[src/rtl/echo_feedback_processor.sv]
// Echo delay-line processing stage: decay and wet-mix products on one
// shared multiplier, saturating sums, valid/ready on both sides.
module echo_feedback_processor #(
  parameter int sample_width = 16,
  parameter int gain_width   = 8
) (
  input  logic                    clk,
  input  logic                    reset,
  input  logic                    i_valid,
  output logic                    i_ready,
  input  logic [sample_width-1:0] i_current,
  input  logic [sample_width-1:0] i_buffer,
  output logic                    o_valid,
  input  logic                    o_ready,
  output logic [sample_width-1:0] o_current,
  output logic [sample_width-1:0] o_feedback,
  input  logic [gain_width-1:0]   cfg_decay,
  input  logic [gain_width-1:0]   cfg_mix,
  input  logic                    cfg_bypass,
  output logic                    busy
);

  localparam int pw = sample_width + gain_width + 1;

  typedef enum logic [2:0] {
    IDLE,
    MUL_DECAY,
    MUL_MIX,
    SUM,
    OUT
  } state_t;

  state_t state;
  state_t state_nxt;

  logic signed [sample_width-1:0] cur_q;
  logic signed [sample_width-1:0] buf_q;
  logic [gain_width-1:0]          decay_q;
  logic [gain_width-1:0]          mix_q;
  logic                           byp_q;
  logic signed [sample_width-1:0] p_decay;
  logic signed [sample_width-1:0] p_mix;

  logic [gain_width-1:0]          gain_sel;
  logic signed [pw-1:0]           prod;
  logic signed [sample_width-1:0] mul_res;
  logic                           unused_prod;
  logic signed [sample_width:0]   sum_fb;
  logic signed [sample_width:0]   sum_wet;

  // Clamp a one-bit-wider sum back into the sample range.
  function automatic logic [sample_width-1:0] sat(
    input logic [sample_width:0] s
  );
    if (s[sample_width] != s[sample_width-1])
      sat = s[sample_width]
          ? {1'b1, {(sample_width-1){1'b0}}}
          : {1'b0, {(sample_width-1){1'b1}}};
    else
      sat = s[sample_width-1:0];
  endfunction

  // The single multiplier; gain operand chosen by sequencer state.
  assign gain_sel = (state == MUL_MIX) ? mix_q : decay_q;
  assign prod     = buf_q * $signed({1'b0, gain_sel});
  // Taking the upper bits is an arithmetic shift, i.e. floor.
  // |buf * g| < 2^(pw-2), so the top bit is only a sign copy.
  assign mul_res  = prod[gain_width +: sample_width];
  assign unused_prod = ^{prod[pw-1], prod[gain_width-1:0]};

  assign sum_fb  = {cur_q[sample_width-1], cur_q}
                 + {p_decay[sample_width-1], p_decay};
  assign sum_wet = {cur_q[sample_width-1], cur_q}
                 + {p_mix[sample_width-1], p_mix};

  assign i_ready = (state == IDLE);
  assign o_valid = (state == OUT);
  assign busy    = (state != IDLE);

  // Sequencer state register.
  always_ff @(posedge clk or negedge reset) begin
    if (!reset) state <= IDLE;
    else        state <= state_nxt;
  end

  // Next-state: fixed walk through the products, wait on handshakes.
  always_comb begin
    state_nxt = state;
    unique case (state)
      IDLE:      if (i_valid) state_nxt = MUL_DECAY;
      MUL_DECAY: state_nxt = MUL_MIX;
      MUL_MIX:   state_nxt = SUM;
      SUM:       state_nxt = OUT;
      OUT:       if (o_ready) state_nxt = IDLE;
      default:   state_nxt = IDLE;
    endcase
  end

  // Datapath: shadow capture, products, saturated results.
  always_ff @(posedge clk or negedge reset) begin
    if (!reset) begin
      cur_q      <= '0;
      buf_q      <= '0;
      decay_q    <= '0;
      mix_q      <= '0;
      byp_q      <= 1'b0;
      p_decay    <= '0;
      p_mix      <= '0;
      o_current  <= '0;
      o_feedback <= '0;
    end else begin
      unique case (state)
        IDLE: begin
          if (i_valid) begin
            cur_q   <= i_current;
            buf_q   <= i_buffer;
            decay_q <= cfg_decay;
            mix_q   <= cfg_mix;
            byp_q   <= cfg_bypass;
          end
        end
        MUL_DECAY: p_decay <= mul_res;
        MUL_MIX:   p_mix   <= mul_res;
        SUM: begin
          if (byp_q) begin
            o_current  <= cur_q;
            o_feedback <= '0;
          end else begin
            o_current  <= sat(sum_wet);
            o_feedback <= sat(sum_fb);
          end
        end
        OUT: ;
        default: ;
      endcase
    end
  end

endmodule

[config.mk]
export PLATFORM = sky130hd
export DESIGN_NAME = echo_feedback_processor
export DESIGN_NICKNAME = d
export VERILOG_FILES = /design/src/rtl/echo_feedback_processor.sv
export SDC_FILE = /design/constraint.sdc
export NUM_CORES = 1
export LEC_CHECK = 0
export ABC_AREA = 1
export CORE_MARGIN = 2
export CORE_UTILIZATION = 27
export DETAILED_ROUTE_END_ITERATION = 12
export GPL_ROUTABILITY_DRIVEN = 1
export PLACE_DENSITY_LB_ADDON = 0.1
export SYNTH_ARGS = -nofsm -noshare
export SYNTH_HDL_FRONTEND = slang
export SYNTH_SLANG_ARGS = --single-unit
[constraint.sdc]
create_clock -name clk -period 5.8 [get_ports clk]
set_input_delay 1.74 -clock clk [delete_from_list [all_inputs] [get_ports clk]]
set_output_delay 1.74 -clock clk [all_outputs]
set_load 0.02 [all_outputs]
==> metrics.txt, run 1 <==
Core Rows 72; Inserted Diodes 0; initial antenna violation count 0; routed vias 8,604; post-CTS clock slew at the launch and capture registers of the worst setup and hold paths about 0.070 ns; wirelength, routed 30,100 µm; maximum number of pins on one net before global-route repair 74; weighted congestion at the end of routability-driven global placement 0.856; Final Instance Count excl. Fillers 1,955; DRC Markers 0; top cell type's share of synthesized area 27.2%; worst r2r dst p_mix[12]$_DFFE_PN0P_; CTS tree done; Root Buffer sky130_fd_sc_hd__clkbuf_16; number of cells produced by synthesis 1,338; final-report max-slew violation count 0; average wire length per cell after detail routing 15.4 µm; H-tree levels 4; first-pass GRT wire length between 50,000 and 60,000 µm; final hold viol count 0; most repeated cell in the gate-level netlist after synthesis sky130_fd_sc_hd__nand2_1; Clock Tree Buf Depth 2; type of the setup path with the least slack flip-flop to flip-flop; arrival time reported for the critical path endpoint between 5 and 6 ns; category of the worst setup path launch point flip-flop; Main synth FF type sky130_fd_sc_hd__dfrtp_1; most frequent cells after synthesis 323 x sky130_fd_sc_hd__nand2_1, 213 x sky130_fd_sc_hd__inv_1, 151 x sky130_fd_sc_hd__nor2_1; cts bufs inserted 17; r2r setup slk 0.42 ns; final sum of negative setup slack 0 ns; Warnings, synthesis 0; total routing resource utilization after global routing approximately 16%; netlist area before placement approximately 11,000 µm²; fraction of registers with async set/reset 100%; effective utilization at floorplan 27.5%; number of buffers inserted by post-CTS setup repair 0; cells taking the most area after synthesis sky130_fd_sc_hd__dfrtp_1 27%, sky130_fd_sc_hd__fa_1 19%, sky130_fd_sc_hd__nand2_1 11%; number of enable-type register cells in the synthesized netlist 0; cell count of the worst reg-to-reg path 22; longest individual stage delay on the worst path 0.55 ns; clock latency on the worst-skew pair 0.45 ns; Req. time, crit path 6.14 ns; FF-to-FF Start state[0]$_DFFE_PN0P_; HPWL reported at the end of detailed placement approximately 25,000 µm; Iteration-0 DRC Markers 350; post-synthesis sequential element count approximately 120; ratio of cells with drive above 1 in the final layout a little over 7%; final critical delay including setup and external delays 5.38 ns; post-synthesis net count 1,567; biggest area consumer among synthesized cells sky130_fd_sc_hd__dfrtp_1; area of the core 38,800 µm²; number of antenna-violating nets in the routed design 0; IO Pins a little under 90; RSZ-0062 raised after global routing no; # placed instances 1,923; launching element of the worst setup path state[0]$_DFFE_PN0P_; final net count 1,653; y dimension of the die 203 µm; nature of the critical path endpoint flip-flop; end point of the critical path p_mix[12]$_DFFE_PN0P_; Resize count post-CTS 0; DIE AREA 41,100 µm²; Remaining Overflow, GRT 0; count of clock tree sinks 116; count of buffers inserted at the top-level ports between 80 and 90; maximum clock frequency 186 MHz; CP max stage cell sky130_fd_sc_hd__fa_1; critical path cell sequence nor2_2, nand2_4, nand2_1, nand2_2, inv_1, nand2_1, fa_1, inv_1, fa_1, fa_1, inv_1, fa_1, inv_1, ha_1, nand2_1, nor2_1, nor2_1, o21ai_0, a21boi_0, nand3_1, nand3_1, nand2_1; Mapped Avg Cell Area 7.97 µm²; count of distinct cell types in the synthesized netlist 39; quantity of hold-fixing buffers added after cts 0; worst-case headroom to the max-slew limit roughly 40%; fraction of the yosys area taken by sequential cells between 20% and 30%; outcome finished, final reports clean; Worst Skew 0.0207 ns; area grow syn2layout 19.5%; Via-to-Cell Ratio 4.40; Worst Path Max Fanout 12; Final setup viols 0; Max Cap Viol 0; Hold/Removal Path Class flip-flop to flip-flop; final period utilization 92.8%; First-pass DRT Iterations 5; die span in x 203 µm; number of global-route vias before repair between 9,000 and 10,000; slew of the pin with the lowest slew margin 0.898 ns
-- worst max-delay path: cells and delay by family, from the launching register on --
family / cells / cell delay, ns
adders and majority gates: 5 / 2.47
and+or+nand+nor: 11 / 1.51
DFF: 1 / 0.43
buffers and inverters: 4 / 0.49
AOI/OAI and AO/OA: 2 / 0.39
-- cell type report --
| cell class | count | area (µm²) |
|---|---|---|
| fill | 4108 | 26100 |
| multi-input combinational | 975 | 6830 |
| sequential | 116 | 2900 |
| timing repair buffer | 98 | 951 |
| inverter | 216 | 812 |
| tap | 518 | 648 |
| clock buffer | 18 | 439 |
| clock inverter | 14 | 166 |
-- state kept, by name, indices dropped and copies added (netlist names), 8 cells and up --
name,cells
p_mix,16
o_feedback,16
mix_q,8
o_current,16
decay_q,8
cur_q,16
buf_q,16
p_decay,16
-- how the worst min path moves through the flow --
stage	depth (start not counted)	from	endpoint
floorplan	2	p_decay[0]$_DFFE_PN0P_	p_decay[0]$_DFFE_PN0P_
global placement	2	o_current[12]$_DFFE_PN0P_	o_current[12]$_DFFE_PN0P_
detailed placement	2	o_feedback[12]$_DFFE_PN0P_	o_feedback[12]$_DFFE_PN0P_
CTS	2	o_feedback[12]$_DFFE_PN0P_	o_feedback[12]$_DFFE_PN0P_
global route	2	o_current[8]$_DFFE_PN0P_	o_current[8]$_DFFE_PN0P_
finish	2	o_feedback[12]$_DFFE_PN0P_	o_feedback[12]$_DFFE_PN0P_
-- cells in the final DEF, fill, tap and decap left out, types with 4 or more instances in the layout --
cell                              instances
sky130_fd_sc_hd__nand2_1                322
sky130_fd_sc_hd__inv_1                  213
sky130_fd_sc_hd__nor2_1                 151
sky130_fd_sc_hd__dfrtp_1                116
sky130_fd_sc_hd__fa_1                   101
sky130_fd_sc_hd__clkdlybuf4s50_1         86
sky130_fd_sc_hd__ha_1                    75
sky130_fd_sc_hd__a21oi_1                 70
sky130_fd_sc_hd__o21ai_0                 57
sky130_fd_sc_hd__nand3_1                 56
sky130_fd_sc_hd__mux2_2                  25
sky130_fd_sc_hd__xor2_1                  24
sky130_fd_sc_hd__clkbuf_16               17
sky130_fd_sc_hd__xnor2_1                 12
sky130_fd_sc_hd__buf_4                   12
sky130_fd_sc_hd__nor3_1                  10
sky130_fd_sc_hd__nand2_2                  9
sky130_fd_sc_hd__or2_2                    7
sky130_fd_sc_hd__o21ai_1                  6
sky130_fd_sc_hd__inv_6                    6
sky130_fd_sc_hd__o21bai_1                 5
sky130_fd_sc_hd__nand4_1                  5
sky130_fd_sc_hd__nor4_1                   5
sky130_fd_sc_hd__nand2_4                  4
sky130_fd_sc_hd__a21o_1                   4
sky130_fd_sc_hd__clkinv_4                 4
-- cell families (layout without fill, tap and decap cells) --
kind of cell / after synthesis / after routing / share of synthesized area, %
compound gates: 158 / 158 / 8.04
flops: 116 / 116 / 27.2
simple gates: 580 / 580 / 22.5
buf+inv: 247 / 346 / 8.95
xor+xnor: 36 / 36 / 2.96
mux: 25 / 25 / 2.64
fa+ha+maj: 176 / 176 / 27.8
-- metrics by stage --
stage	worst slack, ns	area (µm²)	hold slack [ns]	util (%)
5_1_grt	0.00285	12700	0.502	32.8
4_1_cts	0.326	12700	0.484	32.8
3_5_place_dp	0.332	12100	0.467	31.3
3_3_place_gp	0.348	12100	0.464	31.3
2_1_floorplan	0.721	10700	0.453	-
6_report	0.415	12700	0.477	32.8
-- routing by layer --
layer / vias up / GRT usage (%) / wire length, µm
met5: - / 0 / 0
met2: 138 / 26.3 / 14200
met4: 0 / 4.64 / 442
met1: 4088 / 20.8 / 14500
li1: 4347 / - / -
met3: 31 / 2.70 / 967
Power of run 1 is not shown: default switching activity piles up to over one toggle a cycle in this logic, so the estimate is an artifact.
==> run 2: changes to the inputs <==
Settings changed: CORE_MARGIN 2 to 5, CTS_BUF_LIST set to sky130_fd_sc_hd__clkbuf_4.
==> run 2 against run 1 <==
  * Die area increased by 6.0%
  * Design area decreased by 2.2%
  * Non-clock buffer count increased by 1
  * Critical path depth up 3
  * Largest cell class unchanged
  * Worst setup slack better by 0.0021 ns
  * Sequential share of layout area rose by 0.50 points
  * Hold slack better by 0.013 ns
  * Wire length increased by 2.7%
  * Cell count increased by 0.15%
==> metrics.txt, run 2 (synthesized netlist as in run 1, its figures left out) <==
outcome finished, final reports clean; Root Buffer sky130_fd_sc_hd__clkbuf_4; initial antenna violation count 2 (+2); CP max stage cell sky130_fd_sc_hd__fa_1; FF-to-FF Start state[0]$_DFFE_PN0P_; Via-to-Cell Ratio 4.40 (about the same); longest individual stage delay on the worst path 0.55 ns (about the same); Worst Path Max Fanout 11 (-1); Core Util, Final 32.1% (-0.71 points); highest-count cells in the layout ignoring fill and taps 322 x sky130_fd_sc_hd__nand2_1, 212 x sky130_fd_sc_hd__inv_1, 151 x sky130_fd_sc_hd__nor2_1, 116 x sky130_fd_sc_hd__dfrtp_1, 101 x sky130_fd_sc_hd__fa_1; average wire length per cell after detail routing 15.8 µm (+2.5%); worst-case headroom to the max-slew limit 42.5% (+2.3 points); die span in x 209 µm (+3.0%); CTS tree done; area of the core 38,800 µm² (unchanged); register area 2900 µm² (unchanged); cell count of the worst reg-to-reg path 25 (+14%); HPWL reported at the end of detailed placement 25,500 µm (+4.0%); launching element of the worst setup path state[0]$_DFFE_PN0P_; weighted congestion at the end of routability-driven global placement 0.855 (-0.12%); final net count 1,654 (+0.060%); Hold/Removal Path Class flip-flop to flip-flop; Worst path depth 25 (+14%); end point of the critical path p_decay[9]$_DFFE_PN0P_; count of clock tree sinks 116 (unchanged); number of antenna-violating nets in the routed design 0 (unchanged); final-report max-slew violation count 0 (unchanged); nature of the critical path endpoint flip-flop; area grow syn2layout 16.9%; number of global-route vias before repair 9,190 (+0.76%); Clock Tree Buf Depth 2 (unchanged); Remaining Overflow, GRT 0 (unchanged); tightest hold margin 0.491 ns (+0.0133 ns); Iteration-0 DRC Markers 434 (+24%); Final setup viols 0 (unchanged); final period utilization 92.8% (about the same); type of the setup path with the least slack flip-flop to flip-flop; Core Rows 72 (unchanged); post-CTS clock slew at the launch and capture registers of the worst setup and hold paths 0.11 ns (+0.04 ns); ratio of cells with drive above 1 in the final layout 7.16% (-0.075 points); clock latency on the worst-skew pair 0.60 ns (+0.15 ns); wirelength, routed 30,900 µm (+2.7%); r2r setup slk 0.42 ns (about the same); maximum number of pins on one net before global-route repair 74 (unchanged); count of buffers inserted at the top-level ports 87 (unchanged); effective utilization at floorplan 27.5% (unchanged); first-pass GRT wire length 50,500 µm (+0.63%); IO Pins 88 (unchanged); cts bufs inserted 17 (unchanged); Worst Setup Slack, final 0.417 ns (+0.00208 ns); Layout fillers 4,150 (+1.0%); maximum clock frequency 186 MHz (about the same); final hold viol count 0 (unchanged); arrival time reported for the critical path endpoint 5.88 ns (+0.16 ns); dominant delay contributor by cell family on the critical path adder cells; y dimension of the die 209 µm (+3.0%); number of buffers inserted by post-CTS setup repair 0 (unchanged); Max Cap Viol 0 (unchanged); H-tree levels 4 (unchanged); worst r2r dst p_decay[9]$_DFFE_PN0P_; commonest non-fill, non-tap cell in the layout sky130_fd_sc_hd__nand2_1; First-pass DRT Iterations 4 (-1); multi-input gate area in the final layout 6830 µm² (about the same); routed vias 8,624 (+0.23%); Req. time, crit path 6.30 ns (+0.16 ns); total routing resource utilization after global routing 14.5% (-1.2 points); DIE AREA 43,600 µm² (+6.0%); total buffers and inverters traversed by the critical path 6 (+2); Worst Skew 0.0147 ns (-0.00597 ns); slew of the pin with the lowest slew margin 0.863 ns (-0.0348 ns); final critical delay including setup and external delays 5.38 ns (-0.00208 ns); category of the worst setup path launch point flip-flop; DRC Markers 0 (unchanged); worst slack at placement 0.270 ns (-0.0621 ns)
## run 2: cell count changes in the layout (fill, tap and decap cells not counted), moves of 3 or more
cell / delta
sky130_fd_sc_hd__clkinv_1: +3
sky130_fd_sc_hd__clkinv_2: +3
sky130_fd_sc_hd__clkbuf_4: +20
sky130_fd_sc_hd__clkinv_4: -4
sky130_fd_sc_hd__clkbuf_16: -17
sky130_fd_sc_hd__inv_6: -6
## run 2: worst min-delay path: cells and delay by family (launching register included)
family,cells,cell delay [ns]
DFF,1,0.36
and+or+nand+nor,2,0.11
## run 2: cell type report
cell class	count	share of cell area [%]
flip-flops and latches	116	23.3
repair buffers	99	7.69
clock buffers	20	1.20
diodes	2	0.0401
multi-input cells	975	54.8
clock inverters	12	1.29
inverters	216	6.54
well taps	518	5.20
## run 2: worst min-delay path by stage
| stage | startpoint | end | slack, ns | depth (start not counted) |
|---|---|---|---|---|
| 2_1_floorplan | p_decay[0]$_DFFE_PN0P_ | p_decay[0]$_DFFE_PN0P_ | 0.45 | 2 |
| 3_3_place_gp | o_feedback[6]$_DFFE_PN0P_ | o_feedback[6]$_DFFE_PN0P_ | 0.46 | 2 |
| 3_5_place_dp | o_feedback[8]$_DFFE_PN0P_ | o_feedback[8]$_DFFE_PN0P_ | 0.47 | 2 |
| 4_1_cts | o_feedback[8]$_DFFE_PN0P_ | o_feedback[8]$_DFFE_PN0P_ | 0.49 | 2 |
| 5_1_grt | o_current[12]$_DFFE_PN0P_ | o_current[12]$_DFFE_PN0P_ | 0.51 | 2 |
| 6_report | o_feedback[8]$_DFFE_PN0P_ | o_feedback[8]$_DFFE_PN0P_ | 0.49 | 2 |
## run 2: what timing repair did
action                                  4_1_cts  5_1_grt
hold buffers                                  0        0
resized for setup                             0        3
endpoints found under the setup margin        0       11
## run 2: metal layers
metal,vias up,track usage (%),share of wire (%)
li1,4358,-,-
met1,4126,19.6,49
met2,119,24.3,47
met3,21,2.58,3.0
met4,0,3.67,1.7
met5,-,0,0
## run 2: per-stage QoR
stage / setup TNS, ns / instance area, µm² / instances
after floorplan: 0 / 10700 / 1338
after global placement: 0 / 12100 / 1924
after detailed placement: 0 / 12100 / 1924
after CTS: 0 / 12500 / 1956
after global routing: -0.0292 / 12500 / 1958
final: 0 / 12500 / 1958
Power of run 2 is left out for the same reason.
